File: src/rtl/vector_rev_arb.sv
// Two-requester round-robin front end sharing one W-bit bit-reverser, with a
// single-entry registered output stage that supports pop-and-load in one cycle.
module vector_rev_arb #(
    parameter int W = 100
) (
    input  logic         clk,
    input  logic         rst,
    input  logic         req0_valid,
    input  logic [W-1:0] req0_data,
    output logic         req0_ready,
    input  logic         req1_valid,
    input  logic [W-1:0] req1_data,
    output logic         req1_ready,
    output logic         out_valid,
    output logic [W-1:0] out_data,
    output logic         out_src,
    input  logic         out_ready
);

    typedef enum logic {
        EMPTY = 1'b0,
        FULL  = 1'b1
    } state_t;

    state_t         state;
    logic           last_grant;
    logic           space;
    logic           grant0;
    logic           grant1;
    logic           take;
    logic [W-1:0]   sel_data;
    logic [W-1:0]   rev_data;

    assign out_valid = (state == FULL);
    assign space     = !out_valid || out_ready;

    // On a tie the requester that was not served last wins.
    assign grant0 = req0_valid && (!req1_valid || last_grant);
    assign grant1 = req1_valid && (!req0_valid || !last_grant);

    // Ready is gated by rst so a requester never sees a handshake that reset discards.
    assign req0_ready = !rst && space && grant0;
    assign req1_ready = !rst && space && grant1;
    assign take       = req0_ready || req1_ready;

    assign sel_data = req1_ready ? req1_data : req0_data;

    always_comb begin
        // NOTE: default assignment first so every path drives rev_data and no latch is inferred.
        rev_data = '0;
        for (int i = 0; i < W; i++) begin
            rev_data[i] = sel_data[W-1-i];
        end
    end

    // NOTE: sequential state uses non-blocking assignments so all registers update from pre-edge values.
    always_ff @(posedge clk) begin
        if (rst) begin
            state      <= EMPTY;
            out_data   <= '0;
            out_src    <= 1'b0;
            last_grant <= 1'b1;
        end else begin
            case (state)
                EMPTY: begin
                    if (take) begin
                        state      <= FULL;
                        out_data   <= rev_data;
                        out_src    <= req1_ready;
                        last_grant <= req1_ready;
                    end
                end
                FULL: begin
                    if (take) begin
                        out_data   <= rev_data;
                        out_src    <= req1_ready;
                        last_grant <= req1_ready;
                    end else if (out_ready) begin
                        state <= EMPTY;
                    end
                end
                default: state <= EMPTY;
            endcase
        end
    end

endmodule

File: config.mk
export PLATFORM = sky130hd
export DESIGN_NAME = vector_rev_arb
export DESIGN_NICKNAME = d
export VERILOG_FILES = /design/src/rtl/vector_rev_arb.sv
export SDC_FILE = /design/constraint.sdc
export NUM_CORES = 1
export LEC_CHECK = 0
export ABC_CLOCK_PERIOD_IN_PS = 1800
export CAP_MARGIN = 20
export CORE_ASPECT_RATIO = 0.8
export CORE_MARGIN = 4
export CORE_UTILIZATION = 44
export CTS_CLUSTER_DIAMETER = 40
export DETAILED_ROUTE_END_ITERATION = 10
export DONT_BUFFER_PORTS = 1
export GPL_ROUTABILITY_DRIVEN = 0
export SETUP_SLACK_MARGIN = 0.1
export SLEW_MARGIN = 20
export SYNTH_ARGS = -nofsm -noshare
export SYNTH_HDL_FRONTEND = slang
export SYNTH_SLANG_ARGS = --single-unit
File: constraint.sdc
create_clock -name clk -period 1.8 [get_ports clk]
set_input_delay 0.54 -clock clk [delete_from_list [all_inputs] [get_ports clk]]
set_output_delay 0.54 -clock clk [all_outputs]
set_load 0.01 [all_outputs]
==> impl_summary.txt <==
----------------------------------------------------
[Outcome]
  Status ... finished with violations
  Failing checks ... negative setup slack

[Yosys]
  Share of synthesized area occupied by flip-flops and latches ... 34.6%
  Synth Area per Inst ... 9.32 sq um
  Synth top area share ... 34.6%
  Area of the mapped netlist ... 5960 sq um
  Cells after Synth ... 640
  Flop and latch count out of synthesis ... 103
  Biggest area contributors in the synthesized netlist ... sky130_fd_sc_hd__dfxtp_1, sky130_fd_sc_hd__a311oi_2, sky130_fd_sc_hd__o31ai_1
  Cell type contributing the most total cell area after synthesis ... sky130_fd_sc_hd__dfxtp_1
  Count of warnings emitted by yosys ... 0
  Post-Syn Nets ... 845
  Cell variety after synth ... 25

[Finish]
  Share of final-layout standard cells stronger than drive strength 1 ... 19.9%
  Non-Filler Cell Area, Final ... 6420 sq um
  Post-layout instance count excluding filler cells ... 737
  Total Nets Final ... 764
  Antenna Cells ... 0
  Post-synthesis to final-layout area growth ... 7.66%

[Detailed routing]
  Final ANT Viol Nets ... 0
  Number of detailed-route iterations in the first pass ... 5
  Drc violations ... 0
  DR vias/cell ... 7.85
  Routed Wire Length ... 20.9 mm
  Per-cell routed wire length ... 28.3 um
  Number of vias in the routed layout ... 5787
  DR iter-0 viols ... 454

[Power]
  Worst VDD drop ... 0.000513 V
  PnR Total Power ... 5.85 mW
  Part of the power in the clock network ... 35.3%
  Part of the total power dissipated in combinational logic ... 18.4%
  Sequential share of power ... 46.3%
  Fraction of power spent switching nets ... 29.8%
  Power density normalized to cell area ... 911 nW/um^2
  Leakage power ... 1.78 nW
  Switching pwr ... 1.74 mW
  Internal power ... 4.10 mW

[Worst setup path]
  Reg2Reg Setup Slack ... 0.19 ns
  Req. time, crit path ... 1.26 ns
  Worst Setup Start Kind ... input pin
  Reg-to-Reg Start ... last_grant
  Critical path, cell by cell ... a2111oi_4 > buf_4
  Depth of the worst register-to-register path ... 5
  Slowest cell on crit path ... sky130_fd_sc_hd__a2111oi_4
  Worst path buffer plus inverter count ... 1
  WP data arrival ... 1.35 ns
  Setup crit end kind ... primary output
  Top Family by Delay on Critical Path ... compound AO/OA/AOI/OAI gates
  Endpoint of the lowest-slack register-to-register path ... out_data[31]
  Setup Crit Path Kind ... in -> out
  Max incr delay on CP ... 0.42 ns
  Highest fanout seen on the critical path ... 203

[Hold path]
  End of the worst hold path ... out_data[81]
  Worst Hold Path Cells ... 1
  Hold Path Class ... in -> reg
  Start point of the worst min-delay path ... rst

[Global routing]
  Antenna violations before repair ... 0
  Global route total overflow ... 0
  Total Routing Usage GR ... 24.2%
  Wire length of the first global-routing pass ... 31.2 mm
  Maximum number of pins on one net before global-route repair ... 204
  Via count of the first global-routing pass ... 5519

[Clocking]
  H-Tree Depth ... 3
  Clock tree from TritonCTS ... done
  Total clock sinks ... 103
  Clock slew at the register clock pins of the worst setup and hold paths ... 0.07 ns
  CTS Hold Buffers Added ... 0
  Later-pin clock latency in the skew report ... 0.35 ns
  Number of CTS-inserted buffers ... 9
  Clock Path Buffers ... 2
  Clock root cell ... sky130_fd_sc_hd__clkbuf_16

[Floorplan]
  Core box area ... 13100 sq um
  Number of placed I/O pins ... 309
  Area enclosed by the die boundary ... 15500 sq um
  Cell Rows ... 37
  Die W ... 138 um
  Die Y ... 112 um
  Starting density of the core ... 45.7%

[Timing]
  Final setup fails ... 1
  Pin slew with the least headroom to its limit ... 0.461 ns
  Unrepaired setup endpoints after global routing ... true
  Tcrit/Tclk final ... 105%
  Max-slew violation count ... 0
  Relative max-transition margin ... 69.2%
  Final Critical Period ... 1.89 ns
  Max Clock Skew ... 0.00383 ns
  Final WS setup ... -0.0937 ns
  Max Freq ... 528 MHz
  Number of hold violations in the final report ... 0
  Total negative slack for setup checks ... -0.0937 ns
  Worst slack on hold paths ... 0.253 ns

[Flow run]
  Max cap viols ... 0

[Placed design]
  # port buffers ... 0
  Cell area after placement ... 5990 sq um
  Total placed cells including tap cells ... 714
  Half-perimeter wire length after placement ... 12.4 mm

----------------------------------------------------
## registers in the layout, indices dropped and copies added, names as in the netlist
register    cells
out_src         1
out_data      100
out_valid       1
last_grant      1
## how the worst max path moves through the flow
| stage | from | cells past startpoint | endpoint |
|---|---|---|---|
| after floorplan | req1_valid | 4 | req1_ready |
| after global placement | req0_valid | 4 | out_data[90] |
| after detailed placement | req1_valid | 4 | out_data[39] |
| after CTS | last_grant | 3 | req0_ready |
| after global routing | last_grant | 3 | req0_ready |
| final | rst | 2 | req0_ready |
## cells in the mapped netlist
cell,instances
sky130_fd_sc_hd__clkbuf_1,57
sky130_fd_sc_hd__nand4_1,100
sky130_fd_sc_hd__o221ai_1,1
sky130_fd_sc_hd__nand2_1,1
sky130_fd_sc_hd__a311oi_1,43
sky130_fd_sc_hd__and3_1,1
sky130_fd_sc_hd__o21a_1,1
sky130_fd_sc_hd__nor3_2,1
sky130_fd_sc_hd__buf_4,6
sky130_fd_sc_hd__a21bo_2,1
sky130_fd_sc_hd__o21bai_1,1
sky130_fd_sc_hd__a2111oi_2,1
sky130_fd_sc_hd__inv_2,1
sky130_fd_sc_hd__buf_6,2
sky130_fd_sc_hd__nor2b_1,1
sky130_fd_sc_hd__o31ai_1,100
sky130_fd_sc_hd__nand2b_1,1
sky130_fd_sc_hd__a311oi_2,57
sky130_fd_sc_hd__buf_2,53
sky130_fd_sc_hd__or2_1,1
sky130_fd_sc_hd__buf_1,4
sky130_fd_sc_hd__inv_1,2
sky130_fd_sc_hd__a21boi_1,1
sky130_fd_sc_hd__a31oi_1,100
sky130_fd_sc_hd__dfxtp_1,103
## final cells by class
class                      instances  area [sq um]
multi-input combinational        412          3390
fill                            1216          6630
inverter                           3          18.8
tap                              175           219
clock buffer                      10           229
clock inverter                     4          72.6
sequential                       103          2070
timing repair buffer              30           427
## layer usage
metal	routed length, um	vias up	global-route usage, %
met1	8070	2837	29.5
met5	0	-	0
li1	-	2574	-
met4	490	0	8.03
met2	10300	336	39.9
met3	2020	40	8.82
## cell usage in the layout (no fill, tap or decap), types with 2 or more instances in the layout
cell type	instances
sky130_fd_sc_hd__o31ai_1	100
sky130_fd_sc_hd__buf_12	11
sky130_fd_sc_hd__a311oi_2	57
sky130_fd_sc_hd__dfxtp_1	101
sky130_fd_sc_hd__nand4_1	100
sky130_fd_sc_hd__clkbuf_16	11
sky130_fd_sc_hd__buf_4	15
sky130_fd_sc_hd__bufinv_16	2
sky130_fd_sc_hd__a31oi_1	100
sky130_fd_sc_hd__a311oi_1	43
## per-stage QoR
step / utilization (%) / worst slack [ns]
final: 49.2 / -0.0937
after global routing: 49.2 / -0.0123
after CTS: 48.8 / 0.00385
after detailed placement: 45.9 / 0.107
after global placement: 45.9 / 0.150
after floorplan: - / 0.0597
## kinds of logic after synthesis
logic type	synth area share (%)
and+or+nand+nor	11.1
DFF	34.6
AOI/OAI and AO/OA	44.7
buffers and inverters	9.61
## power groups by stage
stage / clock [mW] / combinational, mW / sequential (mW)
floorplan: 0 / 0.905 / 2.70
global placement: 0 / 0.982 / 2.76
detailed placement: 0 / 1.03 / 2.76
CTS: 2.11 / 1.05 / 2.71
global route: 2.19 / 1.16 / 2.73
finish: 2.06 / 1.08 / 2.71
## timing repair
action,4_1_cts,5_1_grt
gates resized for setup,5,1
setup buffers,4,2
setup endpoints to repair,2,5
cloned,1,2
pin swaps,1,1
No activity file was read; power rests on OpenSTA's default activity.
